[config.mk]
export PLATFORM = sky130hd
export DESIGN_NAME = clk_div_multi
export DESIGN_NICKNAME = d
export VERILOG_FILES = /design/src/rtl/clk_div_chan.sv /design/src/rtl/clk_div_multi.sv
export SDC_FILE = /design/constraint.sdc
export NUM_CORES = 1
export LEC_CHECK = 0
export CAP_MARGIN = 5
export CORE_MARGIN = 4
export CORE_UTILIZATION = 61
export CTS_CLUSTER_DIAMETER = 150
export CTS_CLUSTER_SIZE = 40
export DETAILED_ROUTE_END_ITERATION = 8
export GPL_ROUTABILITY_DRIVEN = 0
export PLACE_DENSITY = 0.85
export SYNTH_ARGS = -nofsm -noshare
export SYNTH_HDL_FRONTEND = slang
export SYNTH_HIERARCHICAL = 1
export SYNTH_SLANG_ARGS = --single-unit
[constraint.sdc]
create_clock -name clk -period 5.1 [get_ports clk]
set_input_delay 1.02 -clock clk [delete_from_list [all_inputs] [get_ports clk]]
set_output_delay 1.02 -clock clk [all_outputs]
set_load 0.05 [all_outputs]
[src/rtl/clk_div_chan.sv]
// clk_div_chan: one divider channel with shadowed divisor.
// Counts system cycles, toggles clk_out_o and strobes tick_o at each wrap.
module clk_div_chan #(
  parameter int WIDTH       = 32,
  parameter int DEFAULT_DIV = 50
) (
  input  logic             clk,
  input  logic             rst_n,
  input  logic             en_i,
  input  logic             sync_restart_i,
  input  logic             cfg_load_i,
  input  logic [WIDTH-1:0] div_cfg_i,
  output logic             clk_out_o,
  output logic             tick_o,
  output logic             cfg_pending_o
);

  localparam logic [WIDTH-1:0] DEF = WIDTH'(DEFAULT_DIV);

  logic [WIDTH-1:0] cnt_q, cnt_d;
  logic [WIDTH-1:0] active_q, active_d;
  logic [WIDTH-1:0] shadow_q, shadow_d;
  logic             pend_q, pend_d;
  logic             clk_q, clk_d;
  logic             tick_q, tick_d;
  logic [WIDTH-1:0] last_cnt;
  logic             wrap;

  // terminal count; an active divisor of 0 behaves as 1
  always_comb begin
    last_cnt = (active_q == '0) ? '0 : active_q - WIDTH'(1);
    wrap     = (cnt_q == last_cnt);
  end

  // next state: restart > disable > wrap/count, load on shadow last
  always_comb begin
    cnt_d    = cnt_q;
    active_d = active_q;
    shadow_d = shadow_q;
    pend_d   = pend_q;
    clk_d    = clk_q;
    tick_d   = tick_q;
    if (sync_restart_i || !en_i) begin
      cnt_d  = '0;
      clk_d  = 1'b0;
      tick_d = 1'b0;
      if (pend_q) begin
        active_d = shadow_q;
        pend_d   = 1'b0;
      end
    end else if (wrap) begin
      cnt_d  = '0;
      clk_d  = ~clk_q;
      tick_d = 1'b1;
      if (pend_q) begin
        active_d = shadow_q;
        pend_d   = 1'b0;
      end
    end else begin
      cnt_d  = cnt_q + WIDTH'(1);
      tick_d = 1'b0;
    end
    if (cfg_load_i) begin
      shadow_d = div_cfg_i;
      pend_d   = 1'b1;
    end
  end

  // channel state registers
  always_ff @(posedge clk or negedge rst_n) begin
    if (!rst_n) begin
      cnt_q    <= '0;
      active_q <= DEF;
      shadow_q <= DEF;
      pend_q   <= 1'b0;
      clk_q    <= 1'b0;
      tick_q   <= 1'b0;
    end else begin
      cnt_q    <= cnt_d;
      active_q <= active_d;
      shadow_q <= shadow_d;
      pend_q   <= pend_d;
      clk_q    <= clk_d;
      tick_q   <= tick_d;
    end
  end

  assign clk_out_o     = clk_q;
  assign tick_o        = tick_q;
  assign cfg_pending_o = pend_q;

endmodule

[src/rtl/clk_div_multi.sv]
// clk_div_multi: NUM_CH independent shadowed clock dividers.
// Slices div_cfg per channel and fans out load/restart strobes.
module clk_div_multi #(
  parameter int NUM_CH      = 2,
  parameter int WIDTH       = 32,
  parameter int DEFAULT_DIV = 50
) (
  input  logic                    clk,
  input  logic                    rst_n,
  input  logic [NUM_CH-1:0]       en,
  input  logic                    sync_restart,
  input  logic                    cfg_load,
  input  logic [NUM_CH*WIDTH-1:0] div_cfg,
  output logic [NUM_CH-1:0]       clk_out,
  output logic [NUM_CH-1:0]       tick,
  output logic [NUM_CH-1:0]       cfg_pending
);

  for (genvar i = 0; i < NUM_CH; i++) begin : g_ch
    clk_div_chan #(
      .WIDTH       (WIDTH),
      .DEFAULT_DIV (DEFAULT_DIV)
    ) u_chan (
      .clk            (clk),
      .rst_n          (rst_n),
      .en_i           (en[i]),
      .sync_restart_i (sync_restart),
      .cfg_load_i     (cfg_load),
      .div_cfg_i      (div_cfg[i*WIDTH +: WIDTH]),
      .clk_out_o      (clk_out[i]),
      .tick_o         (tick[i]),
      .cfg_pending_o  (cfg_pending[i])
    );
  end

endmodule

# Yosys cells after proc, flatten, opt, wreduce, memory -nomap -nowiden
# Cells that the tools add are included.
[op_classes]
bitwise_logic = 2
add_sub_neg = 4
eq_ne = 2
reduce_logical = 10
muxes = 26
[op_table]
columns = ["cell", "n"]
rows = [
  ["$mux W32", 12],
  ["$add A32 B1 Y32 const B", 2],
  ["$eq A32 B32 Y1", 2],
  ["$logic_not A32 Y1", 2],
  ["$sub A32 B1 Y32 const B", 2],
  ["$mux W1", 14],
  ["$reduce_bool A3 Y1", 2],
  ["$reduce_bool A2 Y1", 2],
  ["$logic_not A1 Y1", 2],
  ["$logic_or A1 B1 Y1", 2],
  ["$not A1 Y1", 2],
]
[word_totals]
output_inout_bits = 6
inputBits = 70
wordCells = 56
regBits = 198

# Logic depth before layout (Yosys ltp)
[depth]
ltp_word = 6
mapped_depth = 16
mapped_depth_nobuf = 11

# Cells and area by module
# The synthesis kept the hierarchy.
[modules_own_cells]
columns = ["mod", "area_each_um2", "cells_each", "instances"]
rows = [
  ["clk_div_chan at g_ch[1].u_chan", 6546.3, 686, 1],
  ["clk_div_chan at g_ch[0].u_chan", 5885.6, 562, 1],
]

# Worst setup path before layout
# No wires, ideal clock.
[synth_timing]
path_type = "register -> register"
start = "reg g_ch[1].u_chan.active_q[0]"
end = "reg g_ch[1].u_chan.active_q[1]"
setup_time_ps = 82
path_slack_ps = 1207
t_required_ps = 5018
arrival_time_ps = 3811
synth_period_minus_slack_ps = 3893
stages_incl_launch_ff = 15
path_cell_list = "dfrtp_1 > clkbuf_1 > inv_1 > ha_1 > clkbuf_1 > or3b_2 > nand2b_1 > nor4_1 > nor2_1 > o311a_1 > a2111o_1 > nor4_1 > a21oi_1 > clkbuf_1 > o211ai_1"
[synth_via]
elab_chain_cells = 4
word_cells_on_any_way = 5
classes_between = "add/sub: 1; eq/ne: 1; mux: 1; reduce/logical: 2"
[synth_rtl]
columns = ["element", "line_no", "rtl"]
rows = [
  ["start: declaration", "clk_div_chan.sv:21", "logic [WIDTH-1:0] active_q, active_d;"],
  ["start signal: assignment", "clk_div_chan.sv:80", "active_q <= active_d;"],
  ["$sub A32 B1 Y32 / $logic_not A32 Y1 (equally long branches)", "clk_div_chan.sv:31", "last_cnt = (active_q == '0) ? '0 : active_q - WIDTH'(1);"],
  ["$mux W32 (*)", "clk_div_chan.sv:31", ""],
  ["$eq A32 B32 Y1 (*)", "clk_div_chan.sv:32", "wrap = (cnt_q == last_cnt);"],
  ["$reduce_bool A2 Y1 (no line) (*)", "--", ""],
]
# Every way passes the cells marked *; elsewhere a longest branch is shown, timed or not.
# A chain may end at the register's enable or synchronous reset.

# Final worst setup path
[layout_timing]
start = "reg g_ch[1].u_chan.active_q[8]"
end = "reg g_ch[1].u_chan.active_q[15]"
# The elaborated chain is that of the path after synthesis.

==> results.env <==
GRT_SETUP_UNREPAIRED='no'
HOLD_VIOLATIONS=0
POST_CTS_RESIZE_COUNT=0
GRT_REMAINING_OVERFLOW=0
CLK_TRANSITION_REPORTED_PATHS_NS=0.08
POST_DRT_WL_PER_CELL_UM=19.6
MAX_SLEW.WORST_PIN.SLEW_NS=1.01
CELLLEAKAGEPOWER_nW=5.34
HOLD_START='g_ch[1].u_chan/shadow_q[1]'
TIMING.CLOCK.SKEW_NS=0.0112
POSTSYNTHNETCOUNT=1322
SYNTHDISTINCTLIBCELLS=85
ANTENNA_CELLS_INSERTED=0
CRITICAL_PATH.REG2REG.STARTPOINT='g_ch[1].u_chan/active_q[8]'
CLOCK_SINKS=198
SYN_INST=1248
NETLIST_TOP_CELLS_AREA='dfrtp_1 37%, mux2_2 6.2%, xor2_1 4.2%, xnor2_1 3.7%, mux2_4 3.6%'
CLASS_OF_THE_TIGHTEST_HOLD_OR_REMOVAL_CHECK='flop to flop'
POWERDENSITY_nW_PER_UM2=306
DRT_PASS1_ITERATIONS=9
PLACEMENT.CELL_AREA_UM2=13200
STATUS='complete, no violations'
IRDROPWORSTVDD_mV=0.245
FIN_SETUP_TNS_NS=0
SYNTH-MAIN-FF-CELL='dfrtp_1'
START_UTIL=0.628
ANTENNA_VIOLATIONS_BEFORE_REPAIR=0
SYNTH-SEQ-AREA-SHARE=0.400
WORST_HOLD_PATH.ENDPOINT='g_ch[1].u_chan/active_q[1]'
AVGVIACOUNTPERCELL=6.55
SYNTHDOMINANTAREACELLTYPE='dfrtp_1'
PLACE_HPWL_MM=21.2
WL_MM=30.3
SYNTH_MOST_COMMON_CELL='dfrtp_1'
MAXIMUM_CAPACITANCE_VIOLATIONS=0
SYN2LAYOUT_AREA_GROWTH_PCT=11.1
CLOCK_PATH_BUFFERS=2
SYNTH_COMMONEST_CELLS='186 x dfrtp_1, 84 x nand2_1, 78 x nor2_1, 68 x mux2_2, 65 x clkbuf_1'
REPORT.FINAL.SLEW_VIOL_COUNT=0
CTS-ROOT-BUF='clkbuf_16'
LAYOUT.NETS=1337
DETAILEDROUTE.FIRSTITERATIONVIOLATIONS=1302
HTREE_LEVELS=4
DIE-HEIGHT_UM=151
ANT_NETS=0
GLOBAL_ROUTE.USAGE.TOTAL=0.270
SYNTH-ASYNC-RESET-RATIO=1.00
GRT_PASS1_VIAS=9645
WARNINGS_SYNTHESIS=6
WIRE_LENGTH_OF_THE_FIRST_GLOBAL_ROUTING_PASS_MM=49.3
WORST_SKEW_PAIR.LATE_LATENCY_NS=0.44
SYNTH_TOP_AREA_SHARE=0.374
PERIOD_SHARE=0.913
WORST_EP_REQUIRED_TIME_NS=5.38
WORST-ENDPOINT-ARRIVAL_NS=4.94
NUM_VIAS=10100
DRT_DRC_VIOLATIONS_LEFT=0
POSTCTSSETUPBUFFERS=0
POST-ROUTE-MIN-PERIOD_NS=4.66
POST_ROUTE_CELLS_DRIVE_ABOVE_1_SHARE=0.194
SYNTH_SEQ_CELLS=198
DIE_W_UM=151
SYN_AREA_PER_CELL_UM2=9.96
LARGEST_NET_DEGREE_AT_THE_START_OF_GLOBAL_ROUTING=128
CLOCK.FMAX_MHz=215
SLEW_HEADROOM=0.330
POSTLAYOUTCELLAREA_UM2=13800
CRITPATHLAUNCHTYPE='flop'
TIMING_WORST_SETUP_PATH_TYPE='flop to flop'
SYNTH_ENABLE_FLOP_CELLS=0
DESIGN.CORE.AREA_UM2=19800
CTSHOLDBUFFERS=0
CRITICAL_PATH.ENDPOINT_TYPE='flop'
FLOORPLAN.ROWS=51
CLOCK_TREE_FROM_TRITONCTS='done'
WORST_R2R_ENDPOINT='g_ch[1].u_chan/active_q[15]'
CTS-BUFFERS-INSERTED=17
SYN-CELL-AREA_UM2=12400
CRIT_START='g_ch[1].u_chan/active_q[8]'
FLOP2FLOP_SETUP_SLACK_NS=0.44
WORSTREGTOREGCELLS=10
NUM_IO_PINS=76
FINALSETUPVIOLCOUNT=0
CP_MAX_FO=19
WHS_PATH_DEPTH=2
PLACEMENT.IO_BUFFERS=75
DIEAREA_UM2=22700
cells in the final DEF, fill, tap and decap left out, types with 6 or more instances in the layout:
master / netlist / final
o211ai_1: 46 / 46
o31ai_1: 10 / 10
nand4_1: 27 / 27
clkbuf_16: 0 / 17
or3_1: 20 / 20
nor2_2: 30 / 30
mux2_2: 68 / 68
dfrtp_1: 186 / 186
nor2b_1: 11 / 10
and4_1: 9 / 9
or2_2: 7 / 7
o21ai_0: 20 / 20
nor3b_1: 6 / 6
o211ai_2: 28 / 28
inv_1: 24 / 24
clkinv_8: 0 / 6
or4_1: 23 / 23
nand2_1: 84 / 84
buf_4: 3 / 14
and2_1: 9 / 9
nand3_1: 39 / 39
nor3_1: 30 / 30
dfstp_2: 12 / 12
xor2_1: 59 / 59
nor4_1: 29 / 29
xnor2_1: 52 / 52
nand2b_1: 50 / 50
a31oi_1: 11 / 11
a21oi_1: 20 / 19
nor2_1: 78 / 78
and3_1: 20 / 20
mux2_4: 30 / 30
clkdlybuf4s50_1: 0 / 73
mux2i_1: 8 / 8
kinds of logic after synthesis:
| kind of cell | count (synthesis) | share of synthesized area |
|---|---|---|
| and+or+nand+nor | 502 | 0.230 |
| AOI/OAI and AO/OA | 208 | 0.135 |
| DFF | 198 | 0.400 |
| buffers and inverters | 119 | 0.0485 |
| xor gates and xnor gates | 111 | 0.0782 |
| muxes | 106 | 0.104 |
| adders and majority gates | 4 | 0.00403 |
cell type report:
type / count / area [µm²]
flip-flops and latches: 198 / 4970
clock buffers: 18 / 439
well taps: 265 / 332
inverters: 24 / 90.1
repair buffers: 91 / 895
multi-input cells: 931 / 6880
fillers: 1435 / 5970
clock inverters: 14 / 213
routing by layer:
metal / up-vias / routed length (µm) / GRT usage
met2: 522 / 13300 / 0.396
met3: 86 / 2830 / 0.0439
li1: 4573 / - / -
met1: 4908 / 13500 / 0.411
met5: - / 0 / 0
met4: 0 / 693 / 0.0861
stage by stage:
step	hold WS (ns)	util	instances	power, mW	setup slack (ns)
3_3_place_gp	0.486	0.665	1509	2.74	0.629
3_5_place_dp	0.491	0.665	1509	2.78	0.534
6_report	0.510	0.698	1541	4.23	0.443
2_1_floorplan	0.475	-	1248	2.53	1.21
4_1_cts	0.510	0.698	1541	4.23	0.513
5_1_grt	0.518	0.698	1541	4.40	0.202
critical path, stage by stage (launching register included):
cell and delay (ns):
dfrtp_1 0.52, nor4_4 0.50, nand4_1 0.50, or3_1 0.53, nand3_1 0.11, o2111ai_1 0.11, or4_1 0.52, or4b_2 0.98
buf_4 0.36, o211ai_2 0.22, o211ai_1 0.13
sequential cells by signal, summed over array words and instances, names as in the netlist:
signal                     flops
g_ch.u_chan/clk_out_o          2
g_ch.u_chan/shadow_q          64
g_ch.u_chan/cnt_q             64
g_ch.u_chan/tick_o             2
g_ch.u_chan/active_q          64
g_ch.u_chan/cfg_pending_o      2
power breakdown:
| part | internal [mW] | total, mW | switching [mW] | leakage, nW |
|---|---|---|---|---|
| Combinational | 0.409 | 0.803 | 0.394 | 2.56 |
| Clock | 0.771 | 1.44 | 0.673 | 0.314 |
| Sequential | 1.72 | 1.98 | 0.257 | 2.46 |
worst max-delay path by stage:
stage	cells past startpoint	slack (ns)	end
6_report	10	0.44	g_ch[1].u_chan/active_q[15]
5_1_grt	12	0.20	g_ch[1].u_chan/active_q[9]
4_1_cts	10	0.51	g_ch[1].u_chan/active_q[15]
3_5_place_dp	10	0.53	g_ch[1].u_chan/active_q[0]
3_3_place_gp	10	0.63	g_ch[1].u_chan/active_q[0]
2_1_floorplan	14	1.21	g_ch[1].u_chan/active_q[1]
Power figures use the tool's default switching activity.
